### config.mk
export PLATFORM = sky130hd
export DESIGN_NAME = dcache_controller
export DESIGN_NICKNAME = d
export VERILOG_FILES = /design/src/rtl/dcache_pkg.sv /design/src/rtl/dcache_array.sv /design/src/rtl/dcache_controller.sv
export SDC_FILE = /design/constraint.sdc
export NUM_CORES = 1
export LEC_CHECK = 0
export ABC_AREA = 1
export ABC_CLOCK_PERIOD_IN_PS = 8100
export CORE_ASPECT_RATIO = 0.6
export CORE_MARGIN = 3
export CORE_UTILIZATION = 63
export DETAILED_ROUTE_END_ITERATION = 6
export GPL_ROUTABILITY_DRIVEN = 0
export HOLD_SLACK_MARGIN = 0.02
export PLACE_DENSITY = 0.9
export SLEW_MARGIN = 20
export SYNTH_ARGS = -nofsm -noshare
export SYNTH_HDL_FRONTEND = slang
export SYNTH_SLANG_ARGS = --single-unit
### constraint.sdc
create_clock -name CLK -period 8.1 [get_ports CLK]
set_clock_uncertainty 0.2 [all_clocks]
set_input_delay 0.81 -clock CLK [delete_from_list [all_inputs] [get_ports CLK]]
set_output_delay 0.81 -clock CLK [all_outputs]
set_load 0.03 [all_outputs]
### src/rtl/dcache_pkg.sv
// Shared types, field widths and address/byte helpers for the direct-mapped data cache.
package dcache_pkg;

   localparam int OFF_W      = 2;
   localparam int DEF_LINES  = 8;
   localparam int DEF_ADDR_W = 8;
   localparam int IDX_W      = $clog2(DEF_LINES);
   localparam int TAG_W      = DEF_ADDR_W - IDX_W - OFF_W;

   typedef enum logic [1:0] {IDLE, WRITEBACK, FETCH, UPDATE} state_t;

   // Address fields are returned right-justified; callers cast to their field width.
   function automatic logic [31:0] addr_idx(input logic [31:0] addr, input int idx_w);
      return (addr >> OFF_W) & ((32'd1 << idx_w) - 32'd1);
   endfunction

   function automatic logic [31:0] addr_tag(input logic [31:0] addr, input int idx_w, input int tag_w);
      return (addr >> (OFF_W + idx_w)) & ((32'd1 << tag_w) - 32'd1);
   endfunction

   function automatic logic [OFF_W-1:0] addr_off(input logic [31:0] addr);
      return OFF_W'(addr);
   endfunction

   function automatic logic [7:0] get_byte(input logic [31:0] blk, input logic [OFF_W-1:0] off);
      return blk[8*off +: 8];
   endfunction

   function automatic logic [31:0] put_byte(input logic [31:0] blk, input logic [OFF_W-1:0] off,
                                            input logic [7:0] b);
      logic [31:0] r;
      r = blk;
      r[8*off +: 8] = b;
      return r;
   endfunction

   function automatic logic [15:0] sat_inc(input logic [15:0] c);
      return (c == 16'hFFFF) ? c : c + 16'd1;
   endfunction

endpackage

### src/rtl/dcache_array.sv
// Line storage: LINES x 32-bit data, tags, valid and dirty bits; async read, sync byte/block write.
module dcache_array
   import dcache_pkg::*;
#(
   parameter int LINES = 8,
   parameter int TW    = 3,
   parameter int IW    = $clog2(LINES)
) (
   input  logic             CLK,
   input  logic             RESET,
   input  logic [IW-1:0]    idx,
   input  logic             byte_we,
   input  logic [OFF_W-1:0] byte_off,
   input  logic [7:0]       byte_data,
   input  logic             blk_we,
   input  logic [31:0]      blk_data,
   input  logic [TW-1:0]    blk_tag,
   output logic [31:0]      rd_data,
   output logic [TW-1:0]    rd_tag,
   output logic             rd_valid,
   output logic             rd_dirty
);

   logic [31:0]      data_q [LINES];
   logic [TW-1:0]    tag_q  [LINES];
   logic [LINES-1:0] valid_q;
   logic [LINES-1:0] dirty_q;

   always_ff @(posedge CLK or negedge RESET) begin
      if (!RESET) begin
         valid_q <= '0;
         dirty_q <= '0;
      end else if (blk_we) begin
         valid_q[idx] <= 1'b1;
         dirty_q[idx] <= 1'b0;
      end else if (byte_we) begin
         dirty_q[idx] <= 1'b1;
      end
   end

   // NOTE: data and tags carry no reset; they are meaningless until valid is set, so they map to plain RAM.
   always_ff @(posedge CLK) begin
      if (blk_we) begin
         data_q[idx] <= blk_data;
         tag_q[idx]  <= blk_tag;
      end else if (byte_we) begin
         data_q[idx] <= put_byte(data_q[idx], byte_off, byte_data);
      end
   end

   assign rd_data  = data_q[idx];
   assign rd_tag   = tag_q[idx];
   assign rd_valid = valid_q[idx];
   assign rd_dirty = dirty_q[idx];

endmodule

### src/rtl/dcache_controller.sv
// Direct-mapped write-back/write-allocate data cache controller with refill/write-back FSM.
// Define DCACHE_STATS_EN to add saturating HIT_COUNT / MISS_COUNT / WB_COUNT outputs.
module dcache_controller
   import dcache_pkg::*;
#(
   parameter int LINES       = 8,
   parameter int BLOCK_BYTES = 4,
   parameter int ADDR_W      = 8
) (
   input  logic              CLK,
   input  logic              RESET,
   input  logic              READ,
   input  logic              WRITE,
   input  logic [ADDR_W-1:0] ADDRESS,
   input  logic [7:0]        WRITEDATA,
   output logic [7:0]        READDATA,
   output logic              BUSYWAIT,
   output logic              MEM_READ,
   output logic              MEM_WRITE,
   output logic [ADDR_W-3:0] MEM_ADDRESS,
   output logic [31:0]       MEM_WRITEDATA,
   input  logic [31:0]       MEM_READDATA,
   input  logic              MEM_BUSYWAIT
`ifdef DCACHE_STATS_EN
   ,
   output logic [15:0]       HIT_COUNT,
   output logic [15:0]       MISS_COUNT,
   output logic [15:0]       WB_COUNT
`endif
);

   localparam int IW = $clog2(LINES);
   localparam int TW = ADDR_W - IW - OFF_W;

   state_t           state_q, state_d;
   logic [IW-1:0]    idx;
   logic [TW-1:0]    tag;
   logic [OFF_W-1:0] off;
   logic [31:0]      line_data, fill_q;
   logic [TW-1:0]    line_tag;
   logic             line_valid, line_dirty;
   logic             req, hit, miss, byte_we, blk_we;

   assign idx  = IW'(addr_idx(32'(ADDRESS), IW));
   assign tag  = TW'(addr_tag(32'(ADDRESS), IW, TW));
   assign off  = addr_off(32'(ADDRESS));
   assign req  = READ | WRITE;
   assign hit  = line_valid && (line_tag == tag);
   assign miss = (state_q == IDLE) && req && !hit;

   dcache_array #(.LINES(LINES), .TW(TW), .IW(IW)) u_array (
      .CLK      (CLK),
      .RESET    (RESET),
      .idx      (idx),
      .byte_we  (byte_we),
      .byte_off (off),
      .byte_data(WRITEDATA),
      .blk_we   (blk_we),
      .blk_data (fill_q),
      .blk_tag  (tag),
      .rd_data  (line_data),
      .rd_tag   (line_tag),
      .rd_valid (line_valid),
      .rd_dirty (line_dirty)
   );

   // NOTE: sequential state uses non-blocking assignments so every flop samples pre-edge values.
   always_ff @(posedge CLK or negedge RESET) begin
      if (!RESET) state_q <= IDLE;
      else        state_q <= state_d;
   end

   always_ff @(posedge CLK) begin
      if (state_q == FETCH && !MEM_BUSYWAIT) fill_q <= MEM_READDATA;
   end

   always_comb begin
      state_d = state_q;
      unique case (state_q)
         IDLE:      if (miss) state_d = line_dirty ? WRITEBACK : FETCH;
         WRITEBACK: if (!MEM_BUSYWAIT) state_d = FETCH;
         FETCH:     if (!MEM_BUSYWAIT) state_d = UPDATE;
         UPDATE:    state_d = IDLE;
      endcase
   end

   // NOTE: every output gets a default before the case so no latch is inferred.
   always_comb begin
      MEM_READ      = 1'b0;
      MEM_WRITE     = 1'b0;
      MEM_ADDRESS   = {tag, idx};
      MEM_WRITEDATA = line_data;
      BUSYWAIT      = 1'b1;
      READDATA      = 8'h00;
      byte_we       = 1'b0;
      blk_we        = 1'b0;
      unique case (state_q)
         IDLE: begin
            BUSYWAIT = req && !hit;
            if (READ && hit) READDATA = get_byte(line_data, off);
            byte_we  = WRITE && hit;
         end
         WRITEBACK: begin
            MEM_WRITE   = 1'b1;
            MEM_ADDRESS = {line_tag, idx};
         end
         FETCH:  MEM_READ = 1'b1;
         UPDATE: blk_we   = 1'b1;
      endcase
      // The stall drops together with the strobes while reset is held.
      if (!RESET) BUSYWAIT = 1'b0;
   end

`ifdef DCACHE_STATS_EN
   logic missed_q;
   logic hit_done;

   assign hit_done = (state_q == IDLE) && req && hit;

   // missed_q marks a request that has already missed, so its final hit is not counted.
   always_ff @(posedge CLK or negedge RESET) begin
      if (!RESET) begin
         missed_q   <= 1'b0;
         HIT_COUNT  <= '0;
         MISS_COUNT <= '0;
         WB_COUNT   <= '0;
      end else begin
         if (miss)          missed_q <= 1'b1;
         else if (hit_done) missed_q <= 1'b0;
         if (hit_done && !missed_q) HIT_COUNT  <= sat_inc(HIT_COUNT);
         if (miss)                  MISS_COUNT <= sat_inc(MISS_COUNT);
         if (miss && line_dirty)    WB_COUNT   <= sat_inc(WB_COUNT);
      end
   end
`endif

endmodule

[Word-level counts from Yosys, hierarchy flattened]
Memory sizes are Yosys's and may differ from the RTL's.
Cells that the tools add are included.
Word-level totals
  ROM bits: 0
  flip-flop bits (word level): 50
  word-level logic and storage cells: 67
  bits in latches: 0
  bits of input ports: 53
  RAM bits: 280
  output and inout port bits: 49
  memories kept: 2
Memories
  u_array.data_q: depth 8, bits a word 32, read ports 1, clocked after memory_dff 0, write ports 1, line dcache_array.sv:24  | logic [31:0] data_q [LINES];
  u_array.tag_q: depth 8, bits a word 3, read ports 1, clocked after memory_dff 0, write ports 1, line dcache_array.sv:25  | logic [TW-1:0] tag_q [LINES];
Operators by class
  shift-type cells: 3
  order comparisons: 2
  add/subtract/negate cells: 1
  div/mod/pow operators: 0
  reduce and logical (&&, ||, !) cells: 13
  muxes and demuxes: 29
  eq/ne operators: 7
  $mul: 0
  bitwise gates (word level): 6
Operators by type and width (count)
  negator 5 -> 34 bit: 1
  variable shift 8 x 34 -> 32 bit, first input constant: 1
  indexed part select 8 x 34 -> 32 bit: 1
  bitwise mux 32 bit: 1
  2-to-1 mux 32 bit: 1
  2-to-1 mux 8 bit: 4
  indexed part select 32 x 6 -> 8 bit: 1
  OR 8 bit: 2
  2-to-1 mux 1 bit: 14
  AND 8 bit: 1
  logical AND 1 bit: 8
  2-to-1 mux 2 bit: 4
  inverter 8 bit: 1
  case mux 2 bit (4 select lines): 1
  binary-select mux 1 bit (select 3 bit): 2
  2-to-1 mux 6 bit: 1
  inequality test 2 bit, second input constant: 3
  equality test 2 bit, second input constant: 2
  < comparator 3 x 4 -> 1 bit, second input constant: 1
  demux 1 bit (select 3 bit): 1
  equality test 3 bit: 1
  greater-or-equal comparator 3 x 1 -> 1 bit, second input constant: 1
  AND reduction 3 bit: 1
  equality test 2 x 1 -> 1 bit, second input constant: 1
  4 further kinds: 6

[Logic depth before layout (Yosys ltp)]
Gate-level depths: netlist (run 1).
  depth after elaboration: 9
  mapped depth: 15
  depth with buffers taken out: 12

[Cells and area by module]
A second synthesis (run 1) with hierarchy kept.
Unflattened totals
  cell total of the unflattened synthesis: 1564
  area, all modules: 15114.5 sq um
Modules (own cells, without submodules)
  dcache_array: times used 1, cells each 1415, area an instance 13505.5 sq um, sequential area each 8808.4 sq um
  dcache_controller: times used 1, cells each 149, area an instance 1609.0 sq um, sequential area each 1011.0 sq um

[Least setup slack after synthesis (run 1)]
No wires, ideal clock.
  path kind: input port to flip-flop
  from: input port ADDRESS[3]
  to: memory u_array.data_q[7][0], enable pin
  setup slack: 3608 ps
  data required time: 7434 ps
  library setup time: 466 ps
  cell stages on the path: 6
  arrival time: 3827 ps
  buffers on the path: 2
  path through: buf_4 -> nand2_1 -> nor2_1 -> inv_1 -> buf_2 -> o21ai_0
On the way
  cells in the longest elaborated chain, start to end: 9
  elaborated cells on any way between the ends: 11
  classes of those cells: 1 x eq/ne; 6 x mux; 1 x bitwise; 2 x reduce/logical; 1 x memory
Ends and longest elaborated chain
  start: declaration: line dcache_controller.sv:14  | input logic [ADDR_W-1:0] ADDRESS,
  memory read (8 x 3 bit) / binary-select mux 1 bit (select 3 bit) (equally long branches)
  equality test 3 bit / 2-to-1 mux 1 bit (equally long branches): line dcache_controller.sv:48, dcache_array.sv:53
  logical AND 1 bit: line dcache_controller.sv:48  | assign hit = line_valid && (line_tag == tag);
  logical AND 1 bit: line dcache_controller.sv:101  | byte_we = WRITE && hit;
  2-to-1 mux 1 bit: line dcache_controller.sv:97  | unique case (state_q)
  2-to-1 mux 1 bit: line dcache_array.sv:46  | end else if (byte_we) begin
  2-to-1 mux 1 bit: line dcache_array.sv:43  | if (blk_we) begin
  2-to-1 mux 1 bit (not written as such): line dcache_array.sv:47  | data_q[idx] <= put_byte(data_q[idx], byte_off, byte_data);
  OR 1 bit (no source line)
  end: declaration: line dcache_array.sv:24
Several ways; a longest one is shown, not always the timed one. The select of a mux whose other input is x is not followed.

[Worst setup path in the final report (run 1)]
  from: input port ADDRESS[3]
  to: output port READDATA[5]
On the way
  cells in the longest elaborated chain, start to end: 6
  elaborated cells on any way between the ends: 10
  classes of those cells: 1 x eq/ne; 1 x shift; 4 x mux; 2 x reduce/logical; 2 x memory
Ends and longest elaborated chain
  branches (longest 4 deep; another with memory read (8 x 32 bit))
  2-to-1 mux 8 bit (*): line dcache_controller.sv:100  | if (READ && hit) READDATA = get_byte(line_data, off);
  2-to-1 mux 8 bit (*): line dcache_controller.sv:97
  end: declaration: line dcache_controller.sv:16  | output logic [7:0] READDATA,
Mark *: on every way between the ends. The select of a mux whose other input is x is not followed.

==> impl_results.md, run 1 <==
- # rows: 42
- Critical path arrival: 4980 ps
- PostCTS Resize Cnt: 0
- Share of cells above drive strength 1: 0.05668
- GRT overflow: 0
- Hold/Removal Path Class: flop to flop
- Largest fanout on the critical path: 47
- Clock-pin slew on the worst setup and hold paths: 70 ps
- Final-report max-slew violation count: 0
- Antenna violations before repair: 0
- Area grow syn2layout: 14.84%
- Setup bufs post-CTS: 0
- Mapped Avg Cell Area: 10.77 um^2
- Fmax: 0.1669 GHz
- Total GRT Usage: 0.3248
- Hold-fix buffers, CTS: 0
- Leak: 6.218 nW
- Initial Util: 0.6460
- Worst EP required: 7090 ps
- First-pass GRT wire length: 60840 um
- Clock sink count: 330
- Warnings from Yosys: 0
- R2r worst-path depth: 10
- Design Power: 4.203 mW
- Port bufs: 101
- Relative slew slack: 0.2077
- DR DRC count: 0
- Antenna viol nets, final: 0
- Via-to-Cell Ratio: 6.470
- Largest net degree at the start of global routing: 97
- Setup WS post-layout: 2108 ps
- CTS Buf Count: 29
- Measured slew at the worst slew-check pin: 1185 ps
- Register area share after synthesis: 0.6855
- Final net count: 1468
- Hold Violations, Final: 0
- Clock Path Buffers: 3
- Setup crit start kind: input pin
- Pre-CTS setup slack: 2319 ps
- Fillers: 1387
- Yosys reg bits: 330
- Hold path cells: 2
- Dpl cells: 1683
- Final setup vio count: 0
- Fin crit share: 0.7398
- Post-synthesis cell type count: 34
- Die area: 24640 um^2
- Drt total wl: 40550 um
- Max-cap violations: 0
- Routed wire per std cell: 23.34 um
- Core area: 22180 um^2
- Htree depth: 1
- Final Util: 0.7418
- Routed via count: 11.24k
- Cells after Synth: 1330
- Crit end category: primary output
- Power Density: 255.5 nW/um^2
- Die Wd: 200.7 um
- Reg-to-reg slack, setup: 4540 ps
- RSZ-0062 raised after global routing: false
- CTS tree: done
- VDD IR-drop max: 0.0001828 V
- Status: completed
- DPL Wire Length: 24940 um
- Vert. Die Dim: 122.8 um
- Later-pin clock latency in the skew report: 560 ps
- Worst Path Class, Setup: input pin to primary output
- Post-Layout Cell Count: 1737
- Antenna diode count: 0
- Synthesized area: 14320 um^2
- DR pass1 iterations: 6
- Clk Tree Root Cell: clkbuf_16
- Number of global-route vias before repair: 10.66k
- Drt initial violations: 2326
- Setup tns final: 0 ps
- Io pins: 102
- Crit path time final: 5992 ps
- Syn Nets: 1392
-- flip-flops by register name, indices dropped and copies added, names as in the netlist, named ones only --
signal	flops
fill_q	32
state_q	2
u_array.data_q	256
u_array.tag_q	24
u_array.valid_q	8
-- layout make-up --
cell class,instances,area [um^2],share of cell area
clock buffers,34,744.5,0.04525
clock inverters,20,188.9,0.01148
inverters,93,351.6,0.02137
multi-input cells,838,3855,0.2343
flip-flops and latches,330,9819,0.5969
well taps,308,385.4,0.02343
repair buffers,114,1106,0.06723
-- synth_stat cells (all sizes together) --
| library cell | instances | area (um^2) |
|---|---|---|
| edfxtp | 312 | 9369 |
| nand2 | 307 | 1155 |
| nor2 | 229 | 879.6 |
| o21ai | 125 | 625.6 |
| inv | 91 | 344.1 |
| nand3 | 65 | 330.3 |
| o22ai | 45 | 281.5 |
| buf | 44 | 302.8 |
| clkbuf | 25 | 93.84 |
| a21oi | 18 | 90.09 |
| dfrtp | 18 | 450.4 |
| nand4 | 14 | 102.6 |
| ha | 9 | 112.6 |
| o211ai | 8 | 60.06 |
| a22oi | 4 | 30.03 |
| nor4 | 4 | 25.02 |
| nor3 | 3 | 15.01 |
| clkinv | 2 | 7.510 |
| nand3b | 2 | 15.01 |
| o21bai | 2 | 15.01 |
| and3 | 1 | 6.260 |
| o21a | 1 | 7.510 |
| or2 | 1 | 6.260 |
-- per-layer routing --
layer	vias up	track usage	share of wire
met5	-	0	0
met2	1144	0.4907	0.43
met3	214	0.1079	0.17
met4	0	0.1355	0.051
met1	5165	0.4415	0.35
li1	4715	-	-
-- placed cells by master, fill, tap and decap left out, drive strengths merged, types with 14 or more instances in the layout --
cell type and n:
nand2 307, dfrtp 18, nor2 229, nand3 65
o21ai 125, buf 14, o22ai 45, nand4 14
a21oi 18, edfxtp 312, clkbuf 34, inv 93
clkinv 14, clkdlybuf4s50 100
-- logic make-up after synthesis --
group / Yosys count / synth area share
DFF: 330 / 0.6855
and+or+nand+nor: 626 / 0.1770
adders and majority gates: 9 / 0.007861
buffers and inverters: 162 / 0.05223
AOI/OAI and AO/OA: 203 / 0.07747
-- report_power, final --
group / internal (mW) / total [mW] / switching (mW)
Combinational: 0.193 / 0.729 / 0.536
Clock: 0.758 / 1.38 / 0.620
Sequential: 2.06 / 2.10 / 0.0389
Total: 3.01 / 4.20 / 1.19
-- critical path, stage by stage --
cell	delay (ps)
clkdlybuf4s50_1	450
buf_4	440
inv_2	520
nor2_2	330
nand3_1	120
nand2_1	110
nor2_1	60
nand2_1	70
nand2_1	90
nor2_2	460
nand3_2	400
nor2_1	330
clkdlybuf4s50_1	720
-- metrics by stage --
stage | hold WS [ps] | area [um^2]
final | 276.7 | 16450
after global routing | 295.7 | 16450
after CTS | 273.6 | 16450
after detailed placement | 257.5 | 15520
after global placement | 246.2 | 15520
after floorplan | 227.4 | 14330
-- worst paths after layout --
| kind | from | end |
|---|---|---|
| worst min-delay path | u_array.valid_q[7] | u_array.valid_q[7] |
| worst max register to register | state_q[0] | u_array.data_q[6][25] |
| worst min register to register | u_array.valid_q[7] | u_array.valid_q[7] |
| max in group asynchronous | RESET | state_q[1] |
| worst max-delay path | ADDRESS[3] | READDATA[5] |
| min in group asynchronous | RESET | u_array.valid_q[3] |
Note: power is estimated with default switching activity, not from simulation.
==> run 2, diff against run 1 <==
--- a/config.mk
+++ b/config.mk
@@ -6,14 +6,14 @@
 export NUM_CORES = 1
 export LEC_CHECK = 0
 export ABC_AREA = 1
-export ABC_CLOCK_PERIOD_IN_PS = 8100
+export ABC_CLOCK_PERIOD_IN_PS = 6150
 export CORE_ASPECT_RATIO = 0.6
 export CORE_MARGIN = 3
-export CORE_UTILIZATION = 63
+export CORE_UTILIZATION = 59
 export DETAILED_ROUTE_END_ITERATION = 6
 export GPL_ROUTABILITY_DRIVEN = 0
 export HOLD_SLACK_MARGIN = 0.02
-export PLACE_DENSITY = 0.9
+export PLACE_DENSITY = 0.85
 export SLEW_MARGIN = 20
 export SYNTH_ARGS = -nofsm -noshare
 export SYNTH_HDL_FRONTEND = slang
==> constraint.sdc (replaced) <==
create_clock -name CLK -period 6.15 [get_ports CLK]
set_clock_uncertainty 0.2 [all_clocks]
set_input_delay 0.615 -clock CLK [delete_from_list [all_inputs] [get_ports CLK]]
set_output_delay 0.615 -clock CLK [all_outputs]
set_load 0.03 [all_outputs]
==> impl_results.md, run 2 (synthesized netlist as in run 1, its figures left out) <==
- First-pass GRT wire length: 60390 um (-0.74%)
- Die area: 26250 um^2 (+6.5%)
- Antenna viol nets, final: 0 (unchanged)
- Regs by FF count: u_array.data_q (256), fill_q (32), u_array.tag_q (24)
- Antenna violations before repair: 1 (+1)
- Hold Violations, Final: 0 (unchanged)
- Most common cell after layout, fill and taps aside: edfxtp_1
- CP top delay family: buffers and inverters
- Number of global-route vias before repair: 10.35k (-2.9%)
- Slowest cell on the critical path: clkdlybuf4s50_1
- Setup tns final: 0 ps (unchanged)
- Routed via count: 10.94k (-2.6%)
- Fin crit share: 0.9019
- Largest net degree at the start of global routing: 97 (unchanged)
- CP Cell Sequence: clkdlybuf4s50_1, inv_2, nor2_2, nand3_1, nand2_1, nor2_1, nand2_1, nand2_1, nor2_2, nand3_2, nor2_1, clkdlybuf4s50_1
- CTS tree: done
- Antenna diode count: 0 (unchanged)
- Status: completed
- Routed wire per std cell: 23.14 um (-0.86%)
- Critical path arrival: 4730 ps (-250 ps)
- DR pass1 iterations: 5 (-1)
- Largest fanout on the critical path: 43 (-8.5%)
- Clock sink count: 330 (unchanged)
- Power Density: 332.2 nW/um^2 (+30%)
- Initial Util: 0.6107 (-0.03528)
- Clk Tree Root Cell: clkbuf_16
- Hold-fix buffers, CTS: 0 (unchanged)
- Via-to-Cell Ratio: 6.261 (-3.2%)
- Design Power: 5.464 mW (+30%)
- CP dominant cell by count: nand2_1
- PostCTS Resize Cnt: 0 (unchanged)
- Worst r2r dst: u_array.data_q[3][25]
- Final setup vio count: 0 (unchanged)
- Area grow syn2layout: 14.83% (about the same)
- Reg-to-reg slack, setup: 2600 ps (-1940 ps)
- Fmax: 0.1803 GHz
- RSZ-0062 raised after global routing: false
- CTS Buf Count: 29 (unchanged)
- Clock Path Buffers: 3 (unchanged)
- Hold/Removal Path Class: input pin to async pin
- R2r worst-path depth: 10 (unchanged)
- Reg2reg start: state_q[0]
- Worst EP required: 5330 ps (-1760 ps)
- Max reg flops: 256 (unchanged)
- GRT overflow: 0 (unchanged)
- Io pins: 102 (unchanged)
- Commonest non-fill, non-tap cells in the layout: 312 x edfxtp_1, 306 x nand2_1, 222 x nor2_1
- # rows: 43 (+2.4%)
- DR DRC count: 0 (unchanged)
- Final-report max-slew violation count: 0 (unchanged)
- Max-cap violations: 0 (unchanged)
- Drt initial violations: 1939 (-17%)
- Die Wd: 207.2 um (+3.2%)
- Tightest hold margin: 194.8 ps (-81.91 ps)
- Core area: 23460 um^2 (+5.8%)
- Drt total wl: 40450 um (-0.24%)
- Setup bufs post-CTS: 0 (unchanged)
- Worst Path Class, Setup: input pin to primary output
- Leak: 6.227 nW (+0.15%)
- Setup crit start kind: input pin
- Total GRT Usage: 0.3014 (-0.02341)
- Relative slew slack: 0.2737 (+0.06595)
- DPL Wire Length: 25080 um (+0.59%)
- Crit path time final: 5547 ps
- Share of cells above drive strength 1: 0.05792 (+0.001237)
- Crit end category: primary output
- Measured slew at the worst slew-check pin: 1085 ps (-99.32 ps)
- Vert. Die Dim: 126.7 um (+3.2%)
- Register with the most flip-flops: u_array.data_q
- Max incr delay on CP: 870 ps (+150 ps)
- Clock-pin slew on the worst setup and hold paths: 70 ps (about the same)
- VDD IR-drop max: 0.0002562 V (+40%)
- Worst path bufs/invs: 3 (-1)
- Final net count: 1473 (+0.34%)
- Port bufs: 101 (unchanged)
- Htree depth: 1 (unchanged)
- Later-pin clock latency in the skew report: 570 ps (about the same)
- Fillers: 1600 (+15%)
## run 2: stage by stage
stage / setup slack (ps) / cells / util / instance area [um^2]
after floorplan: 1853 / 1330 / - / 14330
after global placement: 915.9 / 1695 / 0.6635 / 15560
after detailed placement: 834.7 / 1695 / 0.6635 / 15560
after CTS: 760.7 / 1748 / 0.7012 / 16450
after global routing: 400.1 / 1748 / 0.7012 / 16450
final: 603.2 / 1748 / 0.7012 / 16450
## run 2: layout make-up
type                            count  area (um^2)  share of cell area
Clock inverter                     18        137.6            0.008367
Clock buffer                       35        748.2             0.04549
Multi-Input combinational cell    838         3855              0.2344
Sequential cell                   330         9819              0.5969
Timing Repair Buffer              119         1144             0.06952
Tap cell                          315        394.1             0.02396
Inverter                           93        351.6             0.02137
## run 2: layer usage
metal,vias to the layer above,routed length (um),track usage
li1,4724,-,-
met1,5139,14950,0.4194
met2,941,17710,0.4498
met3,138,6293,0.1041
met4,2,1477,0.1045
met5,-,13,0
## run 2: how the worst max path moves through the flow
stage | cells after the start | from | slack [ps] | end
2_1_floorplan | 6 | ADDRESS[3] | 1850 | u_array.data_q[7][0]
3_3_place_gp | 12 | ADDRESS[3] | 920 | READDATA[7]
3_5_place_dp | 12 | ADDRESS[3] | 830 | READDATA[6]
4_1_cts | 12 | ADDRESS[3] | 760 | READDATA[7]
5_1_grt | 12 | ADDRESS[3] | 400 | READDATA[7]
6_report | 12 | ADDRESS[3] | 600 | READDATA[7]
## run 2: power by group
part           switching [mW]  internal (mW)  total [mW]
clock network           0.807          0.949        1.76
registers              0.0528           2.71        2.76
logic                   0.689          0.256       0.945
total                    1.55           3.92        5.46
==> run 3, diff against run 2 <==
--- a/config.mk
+++ b/config.mk
@@ -14,7 +14,6 @@
 export GPL_ROUTABILITY_DRIVEN = 0
 export HOLD_SLACK_MARGIN = 0.02
 export PLACE_DENSITY = 0.85
-export SLEW_MARGIN = 20
 export SYNTH_ARGS = -nofsm -noshare
 export SYNTH_HDL_FRONTEND = slang
 export SYNTH_SLANG_ARGS = --single-unit
==> results of run 3 <==
Final layout, timing and power as in run 2 (identical DEF).
